$ cat config.mk
export PLATFORM = sky130hd
export DESIGN_NAME = host_loader_flat
export DESIGN_NICKNAME = d
export VERILOG_FILES = /design/src/rtl/host_loader_if.sv /design/src/rtl/host_loader.sv /design/src/flat_wrapper.sv
export SDC_FILE = /design/constraint.sdc
export NUM_CORES = 1
export LEC_CHECK = 0
export CAP_MARGIN = 20
export CORE_ASPECT_RATIO = 1.75
export CORE_MARGIN = 5
export CORE_UTILIZATION = 55
export CTS_BUF_LIST = sky130_fd_sc_hd__clkbuf_8
export CTS_CLUSTER_DIAMETER = 150
export DETAILED_ROUTE_END_ITERATION = 8
export PLACE_DENSITY_LB_ADDON = 0.1
export RECOVER_POWER = 50
export SETUP_SLACK_MARGIN = 0.02
export SLEW_MARGIN = 0
export SYNTH_ARGS = -nofsm -noshare
export SYNTH_HDL_FRONTEND = slang
export SYNTH_SLANG_ARGS = --single-unit
$ cat constraint.sdc
create_clock -name clk -period 33.8 [get_ports clk]
set_input_delay 10.14 -clock clk [delete_from_list [all_inputs] [get_ports clk]]
set_output_delay 10.14 -clock clk [all_outputs]
set_load 0.05 [all_outputs]
$ cat src/rtl/host_loader_if.sv
// Host word stream: 32-bit valid/ready channel from the host into the loader.
interface host_loader_if;
    logic        in_valid;
    logic [31:0] in_data;
    logic        in_ready;

    modport master (output in_valid, output in_data, input in_ready);
    modport slave  (input in_valid, input in_data, output in_ready);
endinterface

$ cat src/rtl/host_loader.sv
// Host-facing loader: decodes command headers from the host word stream,
// writes instruction words, packs shared-memory lines, and issues START.
module host_loader #(
    parameter int IMEM_AW = 8,
    parameter int SHM_AW  = 6,
    parameter int LANES   = 4
) (
    input  logic                  clk,
    input  logic                  reset,
    host_loader_if.slave          host,
    input  logic                  clear,
    input  logic                  done,
    output logic                  imem_we,
    output logic [IMEM_AW-1:0]    imem_a,
    output logic [27:0]           imem_d,
    output logic                  shm_we,
    output logic [SHM_AW-1:0]     shm_a,
    output logic [LANES*32-1:0]   shm_d,
    output logic                  start,
    output logic                  busy,
    output logic                  err
);
    localparam int          LW        = $clog2(LANES);
    localparam int          PW        = (LANES - 1) * 32;
    localparam logic [8:0]  SHM_LINES = 9'(2 ** SHM_AW);

    typedef enum logic [2:0] {S_HDR, S_IMEM, S_SHM, S_RUN, S_ERR} state_t;

    state_t               r_state, w_nstate;
    logic                 r_ready, w_nready;
    logic [IMEM_AW-1:0]   r_ptr, w_ptr;
    logic [8:0]           r_rem, w_rem;
    logic [LW-1:0]        r_lane, w_lane;
    logic [PW-1:0]        r_part, w_part;
    logic                 r_iwe, w_iwe;
    logic [IMEM_AW-1:0]   r_ia, w_ia;
    logic [27:0]          r_id, w_id;
    logic                 r_swe, w_swe;
    logic [SHM_AW-1:0]    r_sa, w_sa;
    logic [LANES*32-1:0]  r_sd, w_sd;
    logic                 r_start, w_start;

    logic                 w_acc;
    logic [1:0]           w_cmd;
    logic [8:0]           w_cnt;
    logic [7:0]           w_base;
    logic [SHM_AW-1:0]    w_sptr_inc;

    assign w_acc      = host.in_valid && r_ready;
    assign w_cmd      = host.in_data[31:30];
    assign w_cnt      = host.in_data[16:8];
    assign w_base     = host.in_data[7:0];
    assign w_sptr_inc = r_ptr[SHM_AW-1:0] + SHM_AW'(1);

    // Next-state and next-output decode; all outputs are registered below.
    always_comb begin
        w_nstate = r_state;
        w_ptr    = r_ptr;
        w_rem    = r_rem;
        w_lane   = r_lane;
        w_part   = r_part;
        w_iwe    = 1'b0;
        w_ia     = r_ia;
        w_id     = r_id;
        w_swe    = 1'b0;
        w_sa     = r_sa;
        w_sd     = r_sd;
        w_start  = 1'b0;
        case (r_state)
            S_HDR: if (w_acc) begin
                w_ptr  = IMEM_AW'(w_base);
                w_rem  = w_cnt;
                w_lane = '0;
                if (w_cmd == 2'd0 && w_cnt != 9'd0)
                    w_nstate = S_IMEM;
                else if (w_cmd == 2'd1 && w_cnt != 9'd0 && w_cnt <= SHM_LINES &&
                         (w_base >> SHM_AW) == 8'd0)
                    w_nstate = S_SHM;
                else if (w_cmd == 2'd2) begin
                    w_nstate = S_RUN;
                    w_start  = 1'b1;
                end else
                    w_nstate = S_ERR;
            end
            S_IMEM: if (w_acc) begin
                w_iwe = 1'b1;
                w_ia  = r_ptr;
                w_id  = host.in_data[27:0];
                w_ptr = r_ptr + IMEM_AW'(1);
                w_rem = r_rem - 9'd1;
                if (r_rem == 9'd1) w_nstate = S_HDR;
            end
            S_SHM: if (w_acc) begin
                if (r_lane == LW'(LANES - 1)) begin
                    // Last lane completes the line; earlier lanes sit in r_part.
                    w_swe  = 1'b1;
                    w_sa   = r_ptr[SHM_AW-1:0];
                    w_sd   = {host.in_data, r_part};
                    w_ptr  = IMEM_AW'(w_sptr_inc);
                    w_lane = '0;
                    w_rem  = r_rem - 9'd1;
                    if (r_rem == 9'd1) w_nstate = S_HDR;
                end else begin
                    w_part[r_lane*32 +: 32] = host.in_data;
                    w_lane = r_lane + LW'(1);
                end
            end
            S_RUN: if (done) w_nstate = S_HDR;
            S_ERR: if (clear) begin
                w_nstate = S_HDR;
                w_ptr    = '0;
                w_lane   = '0;
            end
            default: w_nstate = S_HDR;
        endcase
        w_nready = (w_nstate == S_HDR) || (w_nstate == S_IMEM) || (w_nstate == S_SHM);
    end

    // State, datapath and output registers; reset discards any partial line.
    always_ff @(posedge clk or posedge reset) begin
        if (reset) begin
            r_state <= S_HDR;
            r_ready <= 1'b0;
            r_ptr   <= '0;
            r_rem   <= '0;
            r_lane  <= '0;
            r_part  <= '0;
            r_iwe   <= 1'b0;
            r_ia    <= '0;
            r_id    <= '0;
            r_swe   <= 1'b0;
            r_sa    <= '0;
            r_sd    <= '0;
            r_start <= 1'b0;
        end else begin
            r_state <= w_nstate;
            r_ready <= w_nready;
            r_ptr   <= w_ptr;
            r_rem   <= w_rem;
            r_lane  <= w_lane;
            r_part  <= w_part;
            r_iwe   <= w_iwe;
            r_ia    <= w_ia;
            r_id    <= w_id;
            r_swe   <= w_swe;
            r_sa    <= w_sa;
            r_sd    <= w_sd;
            r_start <= w_start;
        end
    end

    assign host.in_ready = r_ready;
    assign imem_we = r_iwe;
    assign imem_a  = r_ia;
    assign imem_d  = r_id;
    assign shm_we  = r_swe;
    assign shm_a   = r_sa;
    assign shm_d   = r_sd;
    assign start   = r_start;
    assign busy    = (r_state != S_HDR);
    assign err     = (r_state == S_ERR);
endmodule
$ cat src/flat_wrapper.sv
// flat-port wrapper written by rule: the top's interface ports become plain ports
module host_loader_flat 
#(
    parameter int IMEM_AW = 8,
    parameter int SHM_AW  = 6,
    parameter int LANES   = 4
)
  (clk, reset, clear, done, imem_we, imem_a, imem_d, shm_we, shm_a, shm_d, start, busy, err, host_in_valid, host_in_data, host_in_ready);
  host_loader_if host_i ();
  input  logic clk;
  input  logic reset;
  input  logic clear;
  input  logic done;
  output logic imem_we;
  output logic [IMEM_AW-1:0] imem_a;
  output logic [27:0] imem_d;
  output logic shm_we;
  output logic [SHM_AW-1:0] shm_a;
  output logic [LANES*32-1:0] shm_d;
  output logic start;
  output logic busy;
  output logic err;
  input wire logic [$bits(host_i.in_valid)-1:0] host_in_valid;
  input wire logic [$bits(host_i.in_data)-1:0] host_in_data;
  output wire logic [$bits(host_i.in_ready)-1:0] host_in_ready;
  assign host_i.in_valid = host_in_valid;
  assign host_i.in_data = host_in_data;
  assign host_in_ready = host_i.in_ready;
  host_loader #(.IMEM_AW(IMEM_AW), .SHM_AW(SHM_AW), .LANES(LANES)) u_core (.clk(clk), .reset(reset), .host(host_i), .clear(clear), .done(done), .imem_we(imem_we), .imem_a(imem_a), .imem_d(imem_d), .shm_we(shm_we), .shm_a(shm_a), .shm_d(shm_d), .start(start), .busy(busy), .err(err));
endmodule
==> summary.md, run 1 <==
After clock tree synthesis, the clock-pin slew on the worst setup and hold paths is 0.06 ns. In this run the post-CTS setup repair buffer count came out at 0. Each instance of the synthesized netlist takes up on average 12.1 um2.

Measured along the x axis, the die boundary spans 121 um. For this run, the number of Yosys warnings is 0. The fraction of synthesized area in multiplexers works out to 0.165. The largest single stage delay on the critical path is 3.02 ns. In this run the deepest clock path goes through 3 buffers. The library cells used most frequently in the layout, excluding fill and tap cells, are dfrtp_1 (292), clkdlybuf4s50_1 (208), nand2_1 (205). The run gives 1,456 as the post-route non-filler standard cell count. For this design, the sink count on the clock tree is 292. In the synthesized netlist, the number of instances is 970. The number of global-route vias before repair was 8,438. The number of placed instances with taps included was 1,387; the number of inserted filler cells in the final layout was 1,596.

The area growth from synthesis to layout is 25.7%. The startpoint identified for the worst register-to-register timing path is u_core.r_state[2]. The number of cells on the worst reg-to-reg path is 5. In this run the number of H-tree levels came out at 2.

The leftover overflow at the end of global routing is 0, and the total of flip-flops plus latches after synthesis is 292. The die is 203 um tall. The highest net fanout along the worst path came out at 76. Leaving out fill and tap cells, the most frequent cell in the layout is dfrtp_1. The quantity of hold-fixing buffers added after cts is 0, and the post-placement worst setup slack is 21.40 ns. The final reports fail on capacitance limit, slew limit. Counting instances, the worst hold path has a depth of 2.

The maximum operating frequency was 69.7 MHz; the clock network latency to the later pin of the worst-skew pair was 0.55 ns. Setup repair after global routing left no endpoint under its margin. The die covers 24,500 um2. The synthesized-area fraction occupied by and/or/nand/nor cells works out to 0.0959. The slowest stage of the critical path belongs to the cell clkbuf_1.

The first TritonRoute pass finished after 5 iterations. For the final-report hold violation count, the log shows 0. The number of antenna violations at the first check in global routing came out at 0. The area used by sequential logic in the layout is 7310 um2, and the number of flops mapped to enable cells by yosys is 0. The path with the worst hold slack has its endpoint at u_core.r_part[43]. Most instantiated flip-flop cell in the synthesis netlist: dfrtp_1. The setup check on the worst reg-to-reg path leaves a slack of 28.68 ns.

The number of buffers created by CTS came out at 42. The adder and majority gate portion of the synthesized area works out to 0.00851. The share of the synthesized area in compound gates (AO/OA/AOI/OAI) works out to 0.0823.

The floorplan has 70 rows. For the data required time at the worst endpoint, the log shows 34.27 ns. The tightest min-delay check is of the reg2reg type.

For the worst supply voltage drop on vdd, the log shows 0.0000591 V. The worst-case clock skew is 0.0110 ns. The worst setup path is launched from an input port. The worst hold slack across all endpoints came out at 0.474 ns.

The number of slew-limit violations in the final report is 491, and the multi-input gate area in the final layout is 4150 um2. The logs give 0 for the number of antenna repair diodes and 14.81 ns for the data arrival time of the worst path. The design draws 1.50 mW. The number of nets in the synthesized netlist is 1,015. The routed design could run at a clock period as short as 14.34 ns. The fraction of final layout cells sized beyond drive strength 1 was 0.136; the number of design-rule violations left by the first detailed-router iteration was 556. The placed instances occupy a cell area of 14,100 um2. Clock tree synthesis selected as its root buffer the cell clkbuf_8. The tools report the pin count of the biggest net entering global routing as 189. The critical path goes through dlygate4sd3_1, and2_0, nand2_1, nor2_4, clkbuf_1, mux2_2.

Endpoint of the most critical register-to-register path: u_core.shm_d[59]. The global-route usage over all layers is 0.247, and the number of remaining DRC errors is 0. The share of async-settable or async-resettable flops after synthesis works out to 1.00. For the number of gates resized after cts, the log shows 0. The xor/xnor share of the synthesized area is 0.000744, and the area of the mapped netlist is 11,800 um2. The tools report the max-capacitance violation count as 8.

The worst hold path begins at u_core.r_part[43]. After routing the design area is 14,800 um2. The flow ran to the end, but the final reports show violations. Summed over all failing endpoints, the final setup total negative slack is 0 ns. The final weighted congestion of routability-driven global placement is 0.870, and the count of unique library cells instantiated by Yosys is 59. The slew at the pin with the worst max-slew slack was 4.64 ns. STA classifies the critical path endpoint as a flip-flop. The type of the worst setup path is in2reg.

Normalized max-slew margin: -2.11. TritonCTS built the clock tree. The total number of vias came out at 8,159. The core occupancy in the finished layout was 0.704; the net count reported at finish was 1,224. In this run the remaining antenna-violating nets after routing total 0.

For the number of primary I/O pins, the log shows 213. The post-route fraction of the period consumed by the critical path came out at 0.424. The floorplan step defined a core boundary enclosing 21,000 um2. The via density per instance was 5.60; the total leakage power was 6.69 nW. Summed over all nets, the half-perimeter wirelength after detailed placement is 19,700 um.

The first global-routing pass estimated 47,400 um of wire. The power density over the cells is 101 nW/um2, and the final routed wire length divided by cell count is 20.3 um. The run gives 0.621 as the post-synthesis sequential area ratio.

Setup violations remaining at the end of the flow were counted as 0. Summed over all layers, the routed wires come to 29,600 um. After synthesis, the largest family of logic cells by area is multiplexers.

The number of buffers inserted by port buffering was 212; the initial core utilization was 0.560. The tools report the worst-case setup margin in the final layout as 19.46 ns.
how the worst max path moves through the flow:
stage / startpoint / endpoint / slack [ns] / depth (start not counted)
6_report: host_in_valid / u_core.shm_d[59] / 19.46 / 6
5_1_grt: host_in_valid / u_core.shm_d[59] / 19.14 / 6
4_1_cts: u_core.r_state[2] / err / 20.90 / 3
3_5_place_dp: host_in_valid / u_core.shm_d[59] / 21.40 / 6
2_1_floorplan: reset / u_core.host.in_ready / 15.60 / 1
3_3_place_gp: host_in_valid / u_core.shm_d[58] / 21.46 / 6
power by group:
group | total, mW | internal [mW] | switching [mW]
combinational | 0.679 | 0.236 | 0.443
clock | 0.263 | 0.135 | 0.127
sequential | 0.556 | 0.481 | 0.0752
total | 1.50 | 0.852 | 0.646
registers in the layout (all words and copies together), names as in the netlist:
signal / flops
u_core.shm_we: 1
u_core.shm_d: 128
u_core.imem_we: 1
u_core.r_rem: 9
u_core.imem_a: 8
u_core.r_part: 96
u_core.host.in_ready: 1
u_core.r_state: 3
u_core.imem_d: 28
u_core.start: 1
u_core.r_ptr: 8
u_core.r_lane: 2
u_core.shm_a: 6
critical path: cells and delay by family:
family / cells / cell delay (ns)
buffers and inverters: 2 / 3.60
multiplexers: 1 / 0.63
AND/OR/NAND/NOR: 3 / 0.40
synth_stat cells, drive strengths merged (2+ instances only):
cell	n	area (um2)
dfrtp	292	7310
nand2	205	769
mux2	171	1930
o21ai	108	544
clkbuf	33	124
buf	23	136
inv	15	56.3
nor3	13	65.1
nor2	12	66.3
nand3	10	50.1
a21oi	8	40.0
ha	8	100
o22ai	7	43.8
a22o	6	52.6
o2bb2ai	5	43.8
a22oi	4	30.0
or3b	4	35.0
nor3b	3	22.5
o211ai	3	27.5
o32ai	3	26.3
or2	3	18.8
a211o	2	17.5
a211oi	2	20.0
a2bb2oi	2	17.5
and2	2	12.5
nand2b	2	12.5
nand4	2	12.5
o31a	2	17.5
or3	2	12.5
or4	2	18.8
logic make-up (layout without fill, tap and decap cells):
kind of cell    after synthesis  in the layout
compound gates              162            162
xor+xnor                      1              1
fa+ha+maj                     8              8
buf+inv                      71            305
flops                       292            292
mux                         172            172
simple gates                264            264
metal layers:
layer  GRT usage  vias to the layer above  share of wire
li1            -                     3760              -
met5           0                        -              0
met2       0.432                      254           0.52
met1       0.293                     4088           0.38
met3      0.0619                       57          0.064
met4      0.0900                        0          0.034
layout make-up:
type	instances	share of cell area
multi-input combinational	607	0.281
sequential	292	0.494
clock buffer	51	0.0474
tap	252	0.0213
inverter	15	0.00389
timing repair buffer	221	0.148
clock inverter	18	0.00516
(Power assumes the default switching activity.)
==> inputs of run 2 (changes only) <==
--- a/config.mk
+++ b/config.mk
@@ -8,7 +8,7 @@
 export CAP_MARGIN = 20
 export CORE_ASPECT_RATIO = 1.75
 export CORE_MARGIN = 5
-export CORE_UTILIZATION = 55
+export CORE_UTILIZATION = 54
 export CTS_BUF_LIST = sky130_fd_sc_hd__clkbuf_8
 export CTS_CLUSTER_DIAMETER = 150
 export DETAILED_ROUTE_END_ITERATION = 8
==> constraint.sdc (replaced) <==
create_clock -name clk -period 14.6 [get_ports clk]
set_input_delay 4.38 -clock clk [delete_from_list [all_inputs] [get_ports clk]]
set_output_delay 4.38 -clock clk [all_outputs]
set_load 0.05 [all_outputs]
==> run 2 against run 1 <==
- the run still ends with capacitance limit, slew limit left
- routed wire length decreased by 1.8%
- worst setup slack got worse by 14 ns
- combinational power increased by 130%
- clock skew increased by 0.0074 ns
- hold slack improved by 0.0030 ns
- flip-flop and latch count unchanged
- clock-buffer cell count increased by 2
- clock power increased by 130%
- total power increased by 130%
- cell count increased by 2.9%
- critical path depth decreased by 3
- first-iteration DRC count decreased by 8.6%
- critical path type is now in2async
- largest power group unchanged
==> summary.md, run 2 (synthesized netlist as in run 1, its figures left out) <==
The run finished, with violations left. The checks that failed: capacitance limit, slew limit. The quantity of hold-fixing buffers added after cts was 0.

Leaving out fill and tap cells, the most frequent cell in the layout is dfrtp_1. Wire length of the first global-routing pass: 46,000 um. At the pin with the least slew margin, the transition time is 5.61 ns.

The worst supply voltage drop on vdd was 0.000166 V; the flip-flop count of the largest register after layout was 128. The die height is 205 um, and the post-CTS setup buffer count is 0. The run gives 0 ns as the summed negative setup slack over all endpoints. The routed layout has 8,156 vias. Clock-pin slew was measured on the worst setup and hold paths at 0.06 ns. In this run, post-CTS repair resized a total of 0 instances.

The path class of the tightest hold or removal check is reg2reg. 0 antenna diodes ended up in the layout. For the post-route non-filler standard cell count, the log shows 1,498. Power spread over the standard cell area amounts to 233 nW/um2.

The run gives 0 as the final-report hold violation count. After detailed placement, the total cell area comes to 14,100 um2. In the routed design, unresolved DRC markers number 0.

CTS saw 292 sinks. The tools report the pin count of the biggest net entering global routing as 134. For the worst setup path, the data required time is 15.12 ns. The number of placement rows is 71. The run gives 0 as the number of antenna violations at the first check in global routing. The nature of the critical path endpoint is an asynchronous set/reset pin.

Dividing the detail-routed wire length by the instance count gives 19.4 um. The data arrival time of the worst path is 9.26 ns, and the horizontal die dimension is 122 um. The detail route stage leaves a number of antenna-violating nets equal to 0. The run gives -2.76 as the normalized max-slew margin. The area of the core came out at 21,500 um2. The tools report the HPWL after detailed placement as 19,700 um. The logs give 0.547 for the initial core utilization and 6.71 nW for the total leakage power. The post-route fraction of the period consumed by the critical path works out to 0.599. At the end of routability-driven placement, the weighted congestion stood at 0.825.

The shortest period the worst path allows was 8.74 ns. The highest net fanout along the worst path was 133; the clock network latency to the later pin of the worst-skew pair was 0.51 ns. In the layout the commonest cells are dfrtp_1 (292), clkdlybuf4s50_1 (208), nand2_1 (205). Static timing analysis puts the maximum clock frequency at 114 MHz. Setup repair after global routing left no endpoint under its margin. The tools report the number of global-route vias before repair as 8,195.

The tool flagged a number of max-cap violations equal to 7. The tools report the number of placed instances with taps included as 1,429. In this run the clock root is driven by a clkbuf_8. The leftover overflow at the end of global routing is 0, and the number of buffers inserted by port buffering is 212. At the end of the flow, the number of nets in the layout was 1,226. The first detailed-routing pass ran for 6 iterations. The setup path with the least slack is of type in2async.

For this block, the initial DRC count from the detailed router was 508. The routed design has 29,100 um of wire. The worst-case clock skew was 0.0184 ns. The die covers 25,000 um2. Setup violations remaining at the end of the flow were counted as 0.

The area growth from synthesis to layout is 26.5%. TritonCTS built the clock tree. The H-tree generated during clock tree synthesis spans 2 levels. The run gives 3.47 mW as the total power. The tools report the number of slew-limit violations in the final report as 409.

The final cell area excluding filler cells was 14,900 um2. The worst setup path is launched from an input port. Counting the buffers created by CTS gives 41. The maximum clock insertion buffer count came out at 3.

The via density per instance is 5.44, and the number of primary I/O pins is 213. The fraction of final layout cells sized beyond drive strength 1 is 0.140. The run gives 0.235 as the global-route usage over all layers.
## run 2: cell types whose count changed in the layout (fill, tap and decap cells not counted), moves of 2 or more
| cell | before | now |
|---|---|---|
| clkbuf_8 | 51 | 53 |
| o21ai_1 | 3 | 15 |
| buf_4 | 3 | 7 |
| o21ai_0 | 104 | 92 |
| inv_1 | 26 | 24 |
## run 2: worst max-delay path, stage by stage
cell and delay (ns):
dlygate4sd3_1 0.55, clkinvlp_2 3.12, buf_4 1.07
## run 2: final cells by class
cell class	count	area, um2
Clock buffer	53	729
Clock inverter	15	65.1
Fill cell	1692	6610
Inverter	15	57.6
Multi-Input combinational cell	607	4150
Sequential cell	292	7310
Tap cell	292	365
Timing Repair Buffer	224	2210
## run 2: power by group
group          internal (mW)  switching [mW]  leakage (nW)
Combinational          0.543            1.02          2.37
Sequential              1.11           0.183          3.88
Clock                  0.324           0.290         0.456
Total                   1.98            1.49          6.71
## run 2: per-layer routing
metal | up-vias | track usage | routed length [um]
met4 | 0 | 0.0725 | 721
met3 | 48 | 0.0476 | 1860
met2 | 268 | 0.417 | 15400
met1 | 4075 | 0.287 | 11100
li1 | 3765 | - | -
met5 | - | 0 | 0
## run 2: through the flow
stage	hold WS, ns	util	worst slack, ns
finish	0.477	0.692	5.86
global route	0.494	0.692	4.91
CTS	0.480	0.694	7.47
detailed placement	0.465	0.657	7.65
global placement	0.456	0.657	7.68
floorplan	0.444	-	2.16
## run 2: final timing paths
| path | end | cells past startpoint | from | slack [ns] |
|---|---|---|---|---|
| setup / recovery | u_core.r_part[38] | 3 | reset | 5.86 |
| hold / removal | u_core.r_part[94] | 2 | u_core.r_part[94] | 0.48 |
| setup reg to reg | u_core.shm_d[107] | 6 | u_core.r_state[2] | 10.16 |
| hold reg to reg | u_core.r_part[94] | 2 | u_core.r_part[94] | 0.48 |
| max in group clk | u_core.shm_d[107] | 7 | host_in_valid | 6.63 |
| min in group asynchronous | u_core.shm_d[22] | 2 | reset | 6.09 |
==> inputs of run 3 (changes only) <==
--- a/config.mk
+++ b/config.mk
@@ -8,7 +8,7 @@
 export CAP_MARGIN = 20
 export CORE_ASPECT_RATIO = 1.75
 export CORE_MARGIN = 5
-export CORE_UTILIZATION = 54
+export CORE_UTILIZATION = 49
 export CTS_BUF_LIST = sky130_fd_sc_hd__clkbuf_8
 export CTS_CLUSTER_DIAMETER = 150
 export DETAILED_ROUTE_END_ITERATION = 8
==> constraint.sdc (replaced) <==
create_clock -name clk -period 7.7 [get_ports clk]
set_input_delay 2.31 -clock clk [delete_from_list [all_inputs] [get_ports clk]]
set_output_delay 2.31 -clock clk [all_outputs]
set_load 0.05 [all_outputs]
==> run 3 against run 2 <==
- the run still ends with capacitance limit, slew limit left
- largest power group unchanged
- largest cell class unchanged
- critical path depth unchanged
- critical path type unchanged
- register-to-register slack got worse by 6.6 ns
- clock-buffer cell count is 3 higher
- cell area grew 0.73%
- total power grew 92%
- highest routed layer unchanged
- via count is 0.78% lower
- first-iteration DRC count up 1.8%
==> summary.md, run 3 (synthesized netlist as in run 1, its figures left out) <==
The flow ran to the end, but the final reports show violations. The checks that failed: capacitance limit, slew limit. The total number of vias is 8,092, and the final-report hold violation count is 0. The number of gates resized after cts came out at 0. The maximum operating frequency is 182 MHz.

Along the worst hold path, the cell count comes to 2. After detailed placement, the design holds a cell count of 1,445. The clock arrives with 0.0141 ns of skew.

The top cell types in the final layout, fill and taps aside, are dfrtp_1 (292), clkdlybuf4s50_1 (208), nand2_1 (205). The root buffer cell chosen for the clock tree is clkbuf_8. The path type of the worst min-delay path is reg2reg.

Number of antenna repair diodes: 0. The clock reaches the later pin of the worst-skew pair after 0.56 ns. After detailed routing, the total wire length is 29,900 um. The number of design-rule violations left by the first detailed-router iteration is 517. The data arrival time of the worst path was 5.52 ns.

Together, buffers and inverters on the worst path number 3. The quantity of hold-fixing buffers added after cts is 0. The shortest period the worst path allows is 5.50 ns.

The number of remaining DRC errors was 0. The CTS clock-pin slew for the worst setup and hold paths was 0.06 ns; the total clock sinks was 292. Area of the core: 23,800 um2. The first global-routing pass estimated 48,500 um of wire. Horizontal die dimension: 127 um.

Slew at the pin with the worst max-slew slack: 3.25 ns. The leftover overflow at the end of global routing was 0. At the end of the flow, the number of nets in the layout was 1,228. After the flow finishes, the layout carries non-filler instances totaling 1,520.

On the worst path, the slowest cell contributes a delay of 2.08 ns. The tools report the number of slew-limit violations in the final report as 418. TritonCTS built the clock tree.

For the worst flop-to-flop path, the logic depth is 3. The worst setup path is captured at an asynchronous set/reset pin. Number of antenna violations at the first check in global routing: 0. Walking the worst path, the cells encountered are dlygate4sd3_1, clkinvlp_2, clkbuf_1. The clock passes through at most 3 buffers. For the global-route usage over all layers, the log shows 0.225.

The count of antenna-violating nets left after detailed routing came out at 0. In this run the tool buffered the top-level ports with 212 buffer cells. The initial core utilization was 0.494; the area growth from synthesis to layout was 27.4%.

The tools report the total power as 6.66 mW. The critical path crosses 3 cells after its start point. The worst supply voltage drop on vdd came out at 0.000290 V. The via density per instance was 5.32; the normalized max-slew margin was -1.18. The number of global-route vias before repair is 8,513.

The total leakage power was 6.75 nW; the flip-flop count of the largest register after layout was 128. The worst setup path is launched from an input port. The tools report the HPWL after detailed placement as 20,300 um. The core occupancy in the finished layout was 0.629; the power density over the cells was 444 nW/um2. The first TritonRoute pass finished after 5 iterations. Leaving out fill and tap cells, the most frequent cell in the layout is dfrtp_1. After clock tree synthesis, the setup repair step added 0 buffers. Setup repair after global routing left no endpoint under its margin.

The number of placement rows was 75; the fraction of final layout cells sized beyond drive strength 1 was 0.143. For the final weighted congestion of routability-driven global placement, the log shows 0.867. The floorplan step defined a die boundary enclosing 27,300 um2. Clock tree synthesis inserted a total of 43 buffers.

The data required time at the worst endpoint is 7.73 ns. The number of H-tree levels was 2. The standard cell with the maximum stage delay on the critical path was clkbuf_1. The run gives 4160 um2 as the multi-input gate area in the final layout. The critical path in this run is classified as in2async.

The tool flagged a number of max-cap violations equal to 8. The run gives 0 ns as the summed negative setup slack over all endpoints. The area used by sequential logic in the layout was 7310 um2.

The number of inserted filler cells in the final layout is 2,034. Post-route fraction of the period consumed by the critical path: 0.714. The kind of cell with the highest combined delay on the critical path is buffers and inverters.

The pin count of the biggest net entering global routing came out at 148. The highest net fanout along the worst path was 54. The die height is 215 um.

213 I/O pins were placed. Dividing the detail-routed wire length by the instance count gives 19.7 um. Setup violations remaining at the end of the flow were counted as 0.
==> run 3: tightest hold or removal path: stages (launching register included) <==
cell     delay [ns]
dfrtp_1        0.34
nand2_1        0.04
o21ai_0        0.06
==> run 3: stage by stage <==
stage	hold WS (ns)	setup WS, ns	area, um2
after global routing	0.498	1.49	15000
after detailed placement	0.467	3.09	14100
after CTS	0.480	2.59	15000
final	0.476	2.20	15000
after global placement	0.455	3.09	14100
after floorplan	0.444	1.51	11800
==> run 3: area by class of cell <==
| cell class | count | share of cell area |
|---|---|---|
| Sequential cell | 292 | 0.487 |
| Multi-Input combinational cell | 607 | 0.277 |
| Timing Repair Buffer | 224 | 0.148 |
| Clock buffer | 56 | 0.0514 |
| Tap cell | 308 | 0.0257 |
| Clock inverter | 18 | 0.00676 |
| Inverter | 15 | 0.00384 |
==> run 3: layer usage <==
layer  track usage  wire length [um]
met5             0                 0
met4        0.0841              1060
met3        0.0539              1670
met2         0.391             15500
met1         0.268             11700
==> run 3: worst paths after layout <==
| check | startpoint | endpoint | slack, ns |
|---|---|---|---|
| hold reg to reg | u_core.r_part[26] | u_core.r_part[26] | 0.48 |
| hold / removal | u_core.r_part[26] | u_core.r_part[26] | 0.48 |
| max in group clk | host_in_valid | u_core.imem_d[5] | 2.29 |
| setup / recovery | reset | u_core.imem_d[10] | 2.20 |
| setup reg to reg | u_core.r_state[2] | u_core.imem_d[5] | 3.58 |
| min in group asynchronous | reset | u_core.r_part[10] | 2.34 |
==> run 3: where the power goes <==
group          leakage (nW)  switching [mW]  internal (mW)
Clock                 0.498           0.576          0.682
Combinational          2.38            1.93           1.03
Sequential             3.88           0.342           2.11
Total                  6.75            2.84           3.82
